===== src/rtl/calc_pkg.sv =====
// Shared definitions for the UART command parser and the calculator datapath:
// operator codes, ASCII constants and the parser state encoding.
package calc_pkg;

  localparam logic [1:0] OP_ADD = 2'd0;
  localparam logic [1:0] OP_SUB = 2'd1;
  localparam logic [1:0] OP_MUL = 2'd2;
  localparam logic [1:0] OP_DIV = 2'd3;

  localparam logic [7:0] ASCII_CR    = 8'h0D;
  localparam logic [7:0] ASCII_LF    = 8'h0A;
  localparam logic [7:0] ASCII_ESC   = 8'h1B;
  localparam logic [7:0] ASCII_SPACE = 8'h20;
  localparam logic [7:0] ASCII_EQ    = 8'h3D;
  localparam logic [7:0] ASCII_PLUS  = 8'h2B;
  localparam logic [7:0] ASCII_MINUS = 8'h2D;
  localparam logic [7:0] ASCII_STAR  = 8'h2A;
  localparam logic [7:0] ASCII_SLASH = 8'h2F;

  typedef enum logic [1:0] {
    StIdle,
    StOpa,
    StOpb0,
    StOpb
  } parse_state_e;

endpackage


===== src/rtl/ascii_char_class.sv =====
// Combinational classifier for one received byte: exactly one class output is
// set for any input value.
module ascii_char_class (
  input  logic [7:0] data,
  output logic       is_digit,
  output logic [3:0] digit_val,
  output logic       is_op,
  output logic [1:0] op_code,
  output logic       is_term,
  output logic       is_ignore,
  output logic       is_esc,
  output logic       cmd_s,
  output logic       cmd_p,
  output logic       cmd_r,
  output logic       is_invalid
);
  import calc_pkg::*;

  always_comb begin
    is_digit  = (data >= 8'h30) && (data <= 8'h39);
    digit_val = data[3:0];
    is_op     = 1'b1;
    op_code   = OP_ADD;
    case (data)
      ASCII_PLUS:  op_code = OP_ADD;
      ASCII_MINUS: op_code = OP_SUB;
      ASCII_STAR:  op_code = OP_MUL;
      ASCII_SLASH: op_code = OP_DIV;
      default:     is_op   = 1'b0;
    endcase
    is_term    = (data == ASCII_CR) || (data == ASCII_EQ);
    is_ignore  = (data == ASCII_SPACE) || (data == ASCII_LF);
    is_esc     = (data == ASCII_ESC);
    cmd_s      = (data == 8'h53) || (data == 8'h73);
    cmd_p      = (data == 8'h50) || (data == 8'h70);
    cmd_r      = (data == 8'h52) || (data == 8'h72);
    is_invalid = !(is_digit || is_op || is_term || is_ignore || is_esc ||
                   cmd_s || cmd_p || cmd_r);
  end

endmodule


===== src/rtl/uart_cmd_parser.sv =====
// Parses the UART byte stream into stopwatch command pulses and calculator
// expressions <A><op><B><term>. All outputs are registered (one-cycle latency).
module uart_cmd_parser #(
  parameter int unsigned WIDTH      = 16,
  parameter int unsigned MAX_DIGITS = 4
) (
  input  logic             clk,
  input  logic             rst,
  input  logic [7:0]       rx_data,
  input  logic             rx_valid,
  output logic [WIDTH-1:0] op_a,
  output logic [WIDTH-1:0] op_b,
  output logic [1:0]       op_code,
  output logic             expr_valid,
  output logic             cmd_start,
  output logic             cmd_pause,
  output logic             cmd_reset,
  output logic             err
);
  import calc_pkg::*;

  localparam int unsigned CntW = $clog2(MAX_DIGITS + 1);

  logic       is_digit, is_op, is_term, is_ignore, is_esc, is_invalid;
  logic       cmd_s, cmd_p, cmd_r;
  logic [3:0] digit_val;
  logic [1:0] char_op;

  ascii_char_class u_class (
    .data       (rx_data),
    .is_digit   (is_digit),
    .digit_val  (digit_val),
    .is_op      (is_op),
    .op_code    (char_op),
    .is_term    (is_term),
    .is_ignore  (is_ignore),
    .is_esc     (is_esc),
    .cmd_s      (cmd_s),
    .cmd_p      (cmd_p),
    .cmd_r      (cmd_r),
    .is_invalid (is_invalid)
  );

  parse_state_e     state_q, state_d;
  logic [WIDTH-1:0] acc_q, acc_d, a_q, a_d;
  logic [CntW-1:0]  cnt_q, cnt_d;
  logic [1:0]       opc_q, opc_d;
  logic [WIDTH-1:0] op_a_q, op_a_d, op_b_q, op_b_d;
  logic [1:0]       op_code_q, op_code_d;
  logic             expr_valid_q, expr_valid_d, start_q, start_d, pause_q, pause_d;
  logic             reset_q, reset_d, err_q, err_d;

  logic [WIDTH-1:0] acc_next;
  logic             digit_full;

  assign acc_next   = acc_q * WIDTH'(10) + WIDTH'(digit_val);
  assign digit_full = (cnt_q == CntW'(MAX_DIGITS));

  always_comb begin
    state_d      = state_q;
    acc_d        = acc_q;
    cnt_d        = cnt_q;
    a_d          = a_q;
    opc_d        = opc_q;
    op_a_d       = op_a_q;
    op_b_d       = op_b_q;
    op_code_d    = op_code_q;
    expr_valid_d = 1'b0;
    start_d      = 1'b0;
    pause_d      = 1'b0;
    reset_d      = 1'b0;
    err_d        = 1'b0;
    if (rx_valid && !is_ignore) begin
      if (is_esc) begin
        state_d = StIdle;
      end else begin
        unique case (state_q)
          StIdle: begin
            if (is_digit) begin
              acc_d   = WIDTH'(digit_val);
              cnt_d   = CntW'(1);
              state_d = StOpa;
            end else if (cmd_s) begin
              start_d = 1'b1;
            end else if (cmd_p) begin
              pause_d = 1'b1;
            end else if (cmd_r) begin
              reset_d = 1'b1;
            end else if (is_op || is_invalid) begin
              err_d = 1'b1;
            end
          end
          StOpa, StOpb: begin
            // A digit beyond MAX_DIGITS falls through to the error branch.
            if (is_digit && !digit_full) begin
              acc_d = acc_next;
              cnt_d = cnt_q + CntW'(1);
            end else if (state_q == StOpa && is_op) begin
              a_d     = acc_q;
              opc_d   = char_op;
              acc_d   = '0;
              cnt_d   = '0;
              state_d = StOpb0;
            end else if (state_q == StOpb && is_term) begin
              op_a_d       = a_q;
              op_b_d       = acc_q;
              op_code_d    = opc_q;
              expr_valid_d = 1'b1;
              state_d      = StIdle;
            end else begin
              err_d   = 1'b1;
              state_d = StIdle;
            end
          end
          StOpb0: begin
            if (is_digit) begin
              acc_d   = WIDTH'(digit_val);
              cnt_d   = CntW'(1);
              state_d = StOpb;
            end else begin
              err_d   = 1'b1;
              state_d = StIdle;
            end
          end
          default: state_d = StIdle;
        endcase
      end
    end
  end

  always_ff @(posedge clk or posedge rst) begin
    if (rst) begin
      state_q      <= StIdle;
      acc_q        <= '0;
      cnt_q        <= '0;
      a_q          <= '0;
      opc_q        <= OP_ADD;
      op_a_q       <= '0;
      op_b_q       <= '0;
      op_code_q    <= OP_ADD;
      expr_valid_q <= 1'b0;
      start_q      <= 1'b0;
      pause_q      <= 1'b0;
      reset_q      <= 1'b0;
      err_q        <= 1'b0;
    end else begin
      state_q      <= state_d;
      acc_q        <= acc_d;
      cnt_q        <= cnt_d;
      a_q          <= a_d;
      opc_q        <= opc_d;
      op_a_q       <= op_a_d;
      op_b_q       <= op_b_d;
      op_code_q    <= op_code_d;
      expr_valid_q <= expr_valid_d;
      start_q      <= start_d;
      pause_q      <= pause_d;
      reset_q      <= reset_d;
      err_q        <= err_d;
    end
  end

  assign op_a       = op_a_q;
  assign op_b       = op_b_q;
  assign op_code    = op_code_q;
  assign expr_valid = expr_valid_q;
  assign cmd_start  = start_q;
  assign cmd_pause  = pause_q;
  assign cmd_reset  = reset_q;
  assign err        = err_q;

endmodule

===== config.mk =====
export PLATFORM = sky130hd
export DESIGN_NAME = uart_cmd_parser
export DESIGN_NICKNAME = d
export VERILOG_FILES = /design/src/rtl/calc_pkg.sv /design/src/rtl/ascii_char_class.sv /design/src/rtl/uart_cmd_parser.sv
export SDC_FILE = /design/constraint.sdc
export NUM_CORES = 1
export LEC_CHECK = 0
export ABC_CLOCK_PERIOD_IN_PS = 4000
export CORE_ASPECT_RATIO = 0.8
export CORE_MARGIN = 3
export CORE_UTILIZATION = 45
export DETAILED_ROUTE_END_ITERATION = 6
export MAX_ROUTING_LAYER = met4
export PLACE_DENSITY = 0.66
export SLEW_MARGIN = 20
export SYNTH_ARGS = -nofsm -noshare
export SYNTH_HDL_FRONTEND = slang
export SYNTH_SLANG_ARGS = --single-unit

===== constraint.sdc =====
create_clock -name clk -period 4 [get_ports clk]
set_clock_uncertainty 0.1 [all_clocks]
set_input_delay 0.6 -clock clk [delete_from_list [all_inputs] [get_ports clk]]
set_output_delay 0.6 -clock clk [all_outputs]
set_load 0.005 [all_outputs]

==> reports/metrics.cfg, run 1 <==
[synthesis]
synth.area.mux_share_pct = 16.54
netlist_area_um2 = 4531
netlist_instances = 383
syn_nets = 424
synth-simple-area-share_pct = 12.48
synth-seq-area-share_pct = 43.08
synth_top_family_by_area = multiplexers
synthTopCellsByArea = dfrtp_1 (43%), mux2_4 (15%), ha_1 (7.7%)
avgSynthCellArea_um2 = 11.83
synthAdderAreaFrac_pct = 8.616
yosysUniqueCellTypes = 61
synth-xor-area-share_pct = 3.866
async_flop_share_pct = 100.0
synth_edf_count = 0
yosys.area.top_type_share_pct = 43.08
yosysTopAreaCell = dfrtp_1
synth_compound_area_share_pct = 11.79
yosysMostFrequentCell = dfrtp_1
ys_dominant_reg_cell = dfrtp_1
ys_seq_elements = 78
yosys-top-cells-count = dfrtp_1 (78), mux2_4 (44), nand2_1 (29), ha_1 (28), o21ai_0 (22)
ys_warn_count = 0

[drt]
antenna_left = 0
drtIter0Drc = 263
drc = 0
avgRoutedWirePerCell_um = 15.99
viasPerCell = 5.380
vias = 3072
drt-total-wl_mm = 9.133
drt-pass1-iter-count = 4

[floorplan]
start_util_pct = 46.57
die_h_um = 95.75
io_pins = 50
dieWidth_um = 118.2
die-area_um2 = 11320
core-area_um2 = 9729
row_count = 32

[clocking]
clock-sinks = 78
ctsHtreeMaxLevel = 3
hold_buffers = 0
clock_latency_ns = 0.33
cts_resized = 0
clkSlewWorstSetupHoldPaths_ns = 0.06
max-clock-path-buffers = 2
cts_tree = built
cts-buffers-inserted = 9
post_cts_buffers = 0
root_buffer = clkbuf_16

[grt]
grt-busiest-layer = met1
grt_first_pass_wirelength_mm = 15.09
grt_max_degree = 41
grt_pass1_vias = 2869
antenna_found_initial = 0
grt_util_met1_pct = 25.91
grt-ovfl-total = 0
grt.met2_usage_pct = 23.20
grt.total_usage_pct = 17.04
use_met3_pct = 3.349

[pwr]
internal_power_uw = 1319
pwr-share-comb_pct = 11.2
p_seq_share_pct = 46.3
switching_share_pct = 25.93
pwr_density_cell_nw_per_um2 = 330.3
switchingPower_uw = 461.6
leakage_uw = 0.002604
clkPwrFrac_pct = 42.5
ir_drop_mv = 0.1957

[placed_design]
dpl.hpwl_mm = 6.726
io_buffers = 49
place_area_um2 = 5109
placed_cells = 555
dp_slack_ns = 0.5068
place.gp.congestion = 0.8585

[timing]
rsz0062_at_grt = no
drv_slew = 0
setup_ws_ns = 0.6865
relSlewSlack_pct = 44.56
fin_crit_sh_pct = 82.84
timing.final.crit_period_ns = 3.314
setup_tns_ns = 0
timing.final.hold_violations = 0
setup_viol = 0
worst_pin_slew_ns = 0.8304
fmax_mhz = 301.8

[worst_setup_path]
slowest_stage = dfrtp_1
required_ns = 4.12
r2r-start = acc_q[1]
r2r_end = acc_q[14]
critPathMaxFanout = 6
crit_path_frequent_cell = ha_1
path_cells = ha_1 -> ha_1 -> inv_1 -> fa_1 -> nand2b_1 -> a211oi_1 -> o2111ai_1 -> a31oi_1 -> xor2_1 -> nand4_1 -> a32o_1
critPathTopFamily = compound AO/OA/AOI/OAI gates
r2r_cells = 11
cp-start-kind = flop
path_class = reg2reg
crit_start = acc_q[1]
r2r_slack_ns = 0.69
end_kind = flop
critPathMaxStageDelay_ns = 0.46
crit_buf_inv = 1
cp_data_arrival_time_ns = 3.43

[min_path]
hold_path_class = reg2reg
hold_end = op_b[12]
hold_start = op_b[12]
holdPathStages = 1

[final_layout]
final_cells = 571
drive_gt1_share_pct = 20.00
final_util_pct = 55.41
final_area_um2 = 5391
antenna_cells = 0
layout.nets = 471
fill_cells = 801
syn_to_final_growth_pct = 19.00

[status]
status = finished clean

[flow_run]
cap_violations = 0

-- placed cells by master (no fill, tap or decap), types with 3 or more instances in the layout --
master / synthesis / layout
nand2_1: 29 / 29
nor2b_1: 4 / 4
nand4_1: 7 / 7
o21ai_0: 22 / 22
mux2_2: 7 / 7
mux2_4: 44 / 44
nand2b_1: 3 / 3
xor2_1: 9 / 9
o31ai_1: 4 / 4
inv_1: 12 / 11
a31oi_1: 4 / 4
a211oi_1: 4 / 4
xnor2_1: 11 / 11
a21o_1: 8 / 8
clkdlybuf4s50_1: 0 / 49
dfrtp_1: 78 / 78
ha_1: 28 / 28
nor2_1: 21 / 21
clkbuf_16: 0 / 9
nor3_1: 5 / 5
nand3_1: 9 / 9
and2_1: 3 / 3
a21oi_1: 8 / 8
-- worst register-to-register path, stage by stage (launching register included) --
cell and delay, ns:
dfrtp_1 0.46, ha_1 0.31, ha_1 0.19, inv_1 0.06, fa_1 0.42, nand2b_1 0.20
a211oi_1 0.35, o2111ai_1 0.18, a31oi_1 0.23, xor2_1 0.29, nand4_1 0.13, a32o_1 0.27
-- registers in the layout, indices dropped and copies added, names as in the netlist --
register    count
a_q            16
acc_q          16
op_a           16
op_b           16
cnt_q           3
op_code         2
opc_q           2
state_q         2
cmd_pause       1
cmd_reset       1
cmd_start       1
err             1
expr_valid      1
-- cell families (layout without fill, tap and decap cells) --
kind of cell,Yosys count,in the layout
mux,52,52
compound gates,72,72
fa+ha+maj,30,30
xor+xnor,20,20
simple gates,103,103
buf+inv,28,80
flops,78,78
-- how the worst max path moves through the flow --
stage	to	slack, ns	depth (start not counted)
after floorplan	acc_q[14]	0.97	11
after global placement	acc_q[15]	0.58	10
after detailed placement	acc_q[15]	0.51	10
after CTS	acc_q[14]	0.69	11
after global routing	acc_q[14]	0.47	11
final	acc_q[14]	0.69	11
-- per-layer routing --
layer	vias to the layer above	part of all wire, %
li1	1495	-
met1	1516	55
met2	54	41
met3	7	3.7
met4	0	0.96
met5	-	0
-- per-stage QoR --
step | total power [uW] | hold WS (ns)
2_1_floorplan | 980.1 | 0.3484
3_3_place_gp | 1031 | 0.3703
3_5_place_dp | 1035 | 0.3757
4_1_cts | 1798 | 0.4007
5_1_grt | 1862 | 0.4268
6_report | 1781 | 0.4035
-- power groups by stage --
stage	clock, uW	sequential (uW)	combinational [uW]
2_1_floorplan	0	831	149
3_3_place_gp	0	838	193
3_5_place_dp	0	839	197
4_1_cts	774	824	199
5_1_grt	814	826	222
6_report	757	824	200
-- area by class of cell --
class                   instances  area [um^2]  share of cell area, %
multi-input cells             277         2416                  44.81
well taps                     136        170.2                  3.156
clock buffers                   9        225.2                  4.177
clock inverters                 7        57.56                  1.068
flip-flops and latches         78         1952                  36.20
inverters                      12        45.04                 0.8355
repair buffers                 52        525.5                  9.747
Note: power is estimated with default switching activity, not from simulation.
==> inputs of run 2 (changes only) <==
--- a/config.mk
+++ b/config.mk
@@ -5,13 +5,13 @@
 export SDC_FILE = /design/constraint.sdc
 export NUM_CORES = 1
 export LEC_CHECK = 0
-export ABC_CLOCK_PERIOD_IN_PS = 4000
+export ABC_CLOCK_PERIOD_IN_PS = 2800
 export CORE_ASPECT_RATIO = 0.8
 export CORE_MARGIN = 3
 export CORE_UTILIZATION = 45
 export DETAILED_ROUTE_END_ITERATION = 6
 export MAX_ROUTING_LAYER = met4
-export PLACE_DENSITY = 0.66
+export PLACE_DENSITY = 0.69
 export SLEW_MARGIN = 20
 export SYNTH_ARGS = -nofsm -noshare
 export SYNTH_HDL_FRONTEND = slang
==> constraint.sdc (replaced) <==
create_clock -name clk -period 2.8 [get_ports clk]
set_clock_uncertainty 0.1 [all_clocks]
set_input_delay 0.42 -clock clk [delete_from_list [all_inputs] [get_ports clk]]
set_output_delay 0.42 -clock clk [all_outputs]
set_load 0.005 [all_outputs]
==> reports/metrics.cfg, run 2 (synthesized netlist as in run 1, its figures left out) <==
[status]
status = complete, but fails checks  ; was finished clean
violations = negative setup slack

[timing]
fin_crit_sh_pct = 106.7  ; was 82.84%
setup_viol = 4  ; was 0
rsz0062_at_grt = yes  ; was no
relSlewSlack_pct = 60.27  ; was 44.56%
drv_slew = 0  ; unchanged
setup_ws_ns = -0.1877  ; was 0.6865 ns
timing.final.crit_period_ns = 2.988  ; was 3.314 ns
timing.final.hold_violations = 0  ; unchanged
fmax_mhz = 334.7  ; was 301.8 MHz
worst_pin_slew_ns = 0.5960  ; was 0.8304 ns

[clocking]
cts_tree = built  ; unchanged
clkSlewWorstSetupHoldPaths_ns = 0.06  ; about the same
clock-sinks = 78  ; unchanged
cts-buffers-inserted = 9  ; unchanged
max-clock-path-buffers = 2  ; unchanged
clock_latency_ns = 0.33  ; about the same
root_buffer = clkbuf_16  ; unchanged
ctsHtreeMaxLevel = 3  ; unchanged

[grt]
antenna_found_initial = 0  ; unchanged
grt_pass1_vias = 3372  ; was 2869
grt_max_degree = 79  ; was 41
grt_first_pass_wirelength_mm = 17.74  ; was 15.09 mm
grt.total_usage_pct = 20.34  ; was 17.04%
grt-ovfl-total = 0  ; unchanged

[drt]
avgRoutedWirePerCell_um = 17.50  ; was 15.99 um
drc = 0  ; unchanged
drtIter0Drc = 268  ; was 263
drt-total-wl_mm = 11.29  ; was 9.133 mm
viasPerCell = 5.364  ; was 5.380
vias = 3460  ; was 3072
drt-pass1-iter-count = 4  ; unchanged
antenna_left = 0  ; unchanged

[floorplan]
dieWidth_um = 118.2  ; unchanged
row_count = 32  ; unchanged
core-area_um2 = 9729  ; unchanged
io_pins = 50  ; unchanged
die-area_um2 = 11320  ; unchanged
die_h_um = 95.75  ; unchanged
start_util_pct = 46.57  ; unchanged

[worst_setup_path]
critPathMaxStageDelay_ns = 0.41  ; was 0.46 ns
crit_buf_inv = 3  ; was 1
critPathTopFamily = adder cells  ; was compound AO/OA/AOI/OAI gates
path_cells = ha_4 -> ha_4 -> inv_2 -> fa_2 -> buf_4 -> nor2b_1 -> o21ai_1 -> a311oi_2 -> buf_4 -> nand4_1 -> nor4_4 -> a311o_1 -> o211ai_1  ; was ha_1 -> ha_1 -> inv_1 -> fa_1 -> nand2b_1 -> a211oi_1 -> o2111ai_1 -> a31oi_1 -> xor2_1 -> nand4_1 -> a32o_1
cp_data_arrival_time_ns = 3.10  ; was 3.43 ns
path_class = reg2reg  ; unchanged
required_ns = 2.92  ; was 4.12 ns
end_kind = flop  ; unchanged
slowest_stage = dfrtp_1  ; unchanged
critPathMaxFanout = 3  ; was 6
cp-start-kind = flop  ; unchanged

[pwr]
pwr_density_cell_nw_per_um2 = 441.6  ; was 330.3 nW/um^2
switching_share_pct = 25.62  ; was 25.93%
ir_drop_mv = 0.2868  ; was 0.1957 mV
internal_power_uw = 2070  ; was 1319 uW
power.total_uw = 2783  ; was 1781 uW
p_seq_share_pct = 42.1  ; was 46.3%
clkPwrFrac_pct = 41.0  ; was 42.5%
leakage_uw = 0.003037  ; was 0.002604 uW
pwr-share-comb_pct = 16.9  ; was 11.2%
switchingPower_uw = 712.8  ; was 461.6 uW

[final_layout]
syn_to_final_growth_pct = 39.08  ; was 19.00%
antenna_cells = 0  ; unchanged
layout.nets = 546  ; was 471
final_cells = 645  ; was 571
final_cell_mix = dfrtp_1 (77), buf_4 (72), clkdlybuf4s50_1 (49)  ; was dfrtp_1 (78), clkdlybuf4s50_1 (49), mux2_4 (44)
drive_gt1_share_pct = 38.70  ; was 20.00%
final_common_cell = dfrtp_1  ; unchanged

[flow_run]
cap_violations = 0  ; unchanged

[placed_design]
placed_cells = 625  ; was 555
place.gp.congestion = 0.9657  ; was 0.8585
io_buffers = 49  ; unchanged
dpl.hpwl_mm = 7.786  ; was 6.726 mm

[min_path]
hold_path_class = in2async  ; was reg2reg

[run 2: cell count changes in the layout (fill, tap and decap cells not counted), sizes merged]
cell | before | now
clkinvlp | 2 | 1
clkinv | 2 | 3
bufinv | 0 | 1
inv | 15 | 13
buf | 3 | 78
[run 2: worst reg2reg max path, stage by stage (launching register included)]
cell	delay, ns
dfrtp_1	0.41
ha_4	0.29
ha_4	0.13
inv_2	0.04
fa_2	0.36
buf_4	0.15
nor2b_1	0.12
o21ai_1	0.09
a311oi_2	0.25
buf_4	0.15
nand4_1	0.15
nor4_4	0.34
a311o_1	0.22
o211ai_1	0.08
[run 2: final timing paths]
path	depth (start not counted)	start	slack, ns	endpoint
worst max register to register	13	acc_q[3]	-0.19	acc_q[15]
min in group clk	2	opc_q[1]	0.39	opc_q[1]
worst min register to register	2	opc_q[1]	0.39	opc_q[1]
max in group asynchronous	3	rst	1.86	acc_q[5]
worst min-delay path	3	rst	0.37	op_a[1]
worst max-delay path	13	acc_q[3]	-0.19	acc_q[15]
[run 2: area by class of cell]
class	count	area (um^2)
fillers	726	3428
clock inverters	6	61.31
multi-input cells	277	2730
flip-flops and latches	78	1953
inverters	12	45.04
repair buffers	127	1116
well taps	136	170.2
clock buffers	9	225.2
[run 2: power groups by stage]
stage	registers, uW	clock network (uW)	logic [uW]
3_3_place_gp	1180	0	379
4_1_cts	1170	1150	416
3_5_place_dp	1180	0	389
2_1_floorplan	1190	0	223
6_report	1170	1140	471
5_1_grt	1170	1210	520
[run 2: stage by stage]
step | util [%] | hold WS, ns | cell area (um^2) | setup TNS, ns | setup slack, ns
after floorplan | - | 0.3484 | 4589 | -0.08722 | -0.07598
after global placement | 58.64 | 0.3655 | 5705 | -5.783 | -0.1328
after detailed placement | 58.64 | 0.3678 | 5705 | -5.362 | -0.1537
after CTS | 62.20 | 0.3866 | 6052 | -0.3657 | -0.1194
after global routing | 64.76 | 0.4109 | 6301 | -1.412 | -0.3366
final | 64.76 | 0.3721 | 6301 | -0.6332 | -0.1877
[run 2: timing repair]
item                       CTS  global route
setup buffers                2             4
resized for setup            9            40
hold buffers                 0             0
setup endpoints to repair    5             7
pin swaps                    5            23
[run 2: per-layer routing]
layer  part of all wire (%)  global-route usage [%]
met3                    4.5                   3.702
met4                    1.5                   6.049
met5                      0                       -
met1                     50                   30.31
met2                     44                   28.10
==> inputs of run 3 (changes only) <==
--- a/config.mk
+++ b/config.mk
@@ -11,8 +11,9 @@
 export CORE_UTILIZATION = 45
 export DETAILED_ROUTE_END_ITERATION = 6
 export MAX_ROUTING_LAYER = met4
-export PLACE_DENSITY = 0.69
+export PLACE_DENSITY_LB_ADDON = 0.3
 export SLEW_MARGIN = 20
 export SYNTH_ARGS = -nofsm -noshare
 export SYNTH_HDL_FRONTEND = slang
 export SYNTH_SLANG_ARGS = --single-unit
+export TNS_END_PERCENT = 5
==> reports/metrics.cfg, run 3 (synthesized netlist as in run 1, its figures left out) <==
[status]
status = complete, but fails checks  ; unchanged
violations = negative setup slack  ; unchanged

[timing]
relSlewSlack_pct = 68.79  ; was 60.27%
setup_viol = 4  ; unchanged
worst_pin_slew_ns = 0.4675  ; was 0.5960 ns
fin_crit_sh_pct = 107.1  ; was 106.7%
timing.final.hold_violations = 0  ; unchanged
rsz0062_at_grt = yes  ; unchanged
setup_ws_ns = -0.1977  ; was -0.1877 ns
hold_ws_ns = 0.3279  ; was 0.3721 ns
timing.final.crit_period_ns = 2.998  ; was 2.988 ns
fmax_mhz = 333.6  ; was 334.7 MHz
drv_slew = 0  ; unchanged
setup_tns_ns = -0.4989  ; was -0.6332 ns

[worst_setup_path]
crit_buf_inv = 1  ; was 3
required_ns = 2.92  ; about the same
cp-start-kind = flop  ; unchanged
r2r_cells = 11  ; was 13
r2r_slack_ns = -0.20  ; was -0.19 ns
slowest_stage = dfrtp_1  ; unchanged
cp_data_arrival_time_ns = 3.12  ; was 3.10 ns
critPathMaxFanout = 4  ; was 3
r2r-start = acc_q[3]  ; unchanged
path_cells = ha_1 -> ha_2 -> inv_2 -> fa_2 -> nand2b_4 -> a211oi_4 -> o2111ai_2 -> a31oi_1 -> xor2_1 -> nand4_1 -> a32o_1  ; was ha_4 -> ha_4 -> inv_2 -> fa_2 -> buf_4 -> nor2b_1 -> o21ai_1 -> a311oi_2 -> buf_4 -> nand4_1 -> nor4_4 -> a311o_1 -> o211ai_1
r2r_end = acc_q[14]  ; was acc_q[15]
critPathTopFamily = compound AO/OA/AOI/OAI gates  ; was adder cells
end_kind = flop  ; unchanged
critPathMaxStageDelay_ns = 0.39  ; was 0.41 ns
path_class = reg2reg  ; unchanged

[floorplan]
row_count = 32  ; unchanged
die_h_um = 95.75  ; unchanged
dieWidth_um = 118.2  ; unchanged
core-area_um2 = 9729  ; unchanged
io_pins = 50  ; unchanged
start_util_pct = 46.57  ; unchanged
die-area_um2 = 11320  ; unchanged

[placed_design]
placed_cells = 624  ; was 625
place.gp.congestion = 0.8891  ; was 0.9657
dp_slack_ns = -0.1508  ; was -0.1537 ns
io_buffers = 49  ; unchanged
dpl.hpwl_mm = 7.663  ; was 7.786 mm

[grt]
grt_max_degree = 38  ; was 79
grt_pass1_vias = 3302  ; was 3372
grt_first_pass_wirelength_mm = 16.80  ; was 17.74 mm
grt.total_usage_pct = 19.03  ; was 20.34%
antenna_found_initial = 0  ; unchanged
grt-ovfl-total = 0  ; unchanged

[clocking]
cts-buffers-inserted = 9  ; unchanged
clock_latency_ns = 0.33  ; about the same
cts_tree = built  ; unchanged
clkSlewWorstSetupHoldPaths_ns = 0.06  ; about the same
root_buffer = clkbuf_16  ; unchanged
ctsHtreeMaxLevel = 3  ; unchanged
max-clock-path-buffers = 2  ; unchanged
clock-sinks = 78  ; unchanged
hold_buffers = 0  ; unchanged

[pwr]
power.total_uw = 2778  ; was 2783 uW
ir_drop_mv = 0.3497  ; was 0.2868 mV
pwr_density_cell_nw_per_um2 = 456.8  ; was 441.6 nW/um^2
leakage_uw = 0.003023  ; was 0.003037 uW

[drt]
drtIter0Drc = 184  ; was 268
drc = 0  ; unchanged
viasPerCell = 5.312  ; was 5.364
drt-pass1-iter-count = 4  ; unchanged
vias = 3405  ; was 3460
drt-total-wl_mm = 10.12  ; was 11.29 mm
antenna_left = 0  ; unchanged
avgRoutedWirePerCell_um = 15.78  ; was 17.50 um

[final_layout]
final_cell_mix = dfrtp_1 (78), buf_4 (69), clkdlybuf4s50_1 (49)  ; was dfrtp_1 (77), buf_4 (72), clkdlybuf4s50_1 (49)
syn_to_final_growth_pct = 34.22  ; was 39.08%
antenna_cells = 0  ; unchanged
drive_gt1_share_pct = 34.85  ; was 38.70%
layout.nets = 541  ; was 546
final_common_cell = dfrtp_1  ; unchanged
final_cells = 641  ; was 645

[min_path]
hold_path_class = in2async  ; unchanged

[flow_run]
cap_violations = 0  ; unchanged

## run 3: per-stage QoR
stage	instance area [um^2]	util [%]
CTS	6055	62.23
global placement	5708	58.67
floorplan	4587	-
finish	6081	62.50
detailed placement	5708	58.67
global route	6081	62.50
## run 3: cell type report
| type | count | area, um^2 |
|---|---|---|
| clock buffer | 9 | 225.2 |
| clock inverter | 7 | 80.08 |
| fill | 738 | 3649 |
| inverter | 12 | 45.04 |
| multi-input combinational | 277 | 2529 |
| sequential | 78 | 1952 |
| tap | 136 | 170.2 |
| timing repair buffer | 122 | 1080 |
## run 3: worst max-delay path by stage
stage,startpoint,end,slack [ns],cells past startpoint
2_1_floorplan,acc_q[1],acc_q[14],-0.08,11
3_3_place_gp,rx_data[1],acc_q[15],-0.11,10
3_5_place_dp,rx_data[1],acc_q[15],-0.15,10
4_1_cts,acc_q[3],acc_q[14],-0.21,11
5_1_grt,acc_q[1],acc_q[14],-0.33,11
6_report,acc_q[3],acc_q[14],-0.20,11
## run 3: per-layer routing
metal,GRT usage [%],wire length [um],vias up
met1,28.56,5226,1683
met2,26.58,4278,68
met5,-,0,-
met4,5.366,136,0
li1,-,-,1644
met3,3.055,476,10
## run 3: timing repair
item | in CTS | in global routing
pin swaps | 8 | 3
endpoints found under the setup margin | 6 | 7
buffers inserted | 1 | 0
hold endpoints to repair | 0 | 0
gates resized for setup | 7 | 7
## run 3: where the power goes
| part | switching, uW | internal (uW) | total (uW) |
|---|---|---|---|
| Sequential | 16.4 | 1150 | 1160 |
| Clock | 481 | 703 | 1180 |
| Combinational | 216 | 214 | 431 |
| Total | 714 | 2060 | 2780 |
## run 3: worst reg2reg max path, cell delays in order (launching register included)
cell and delay, ns:
dfrtp_1 0.39, ha_1 0.32, ha_2 0.20, inv_2 0.04
fa_2 0.35, nand2b_4 0.17, a211oi_4 0.25, o2111ai_2 0.16
a31oi_1 0.19, xor2_1 0.30, nand4_1 0.14, a32o_1 0.27
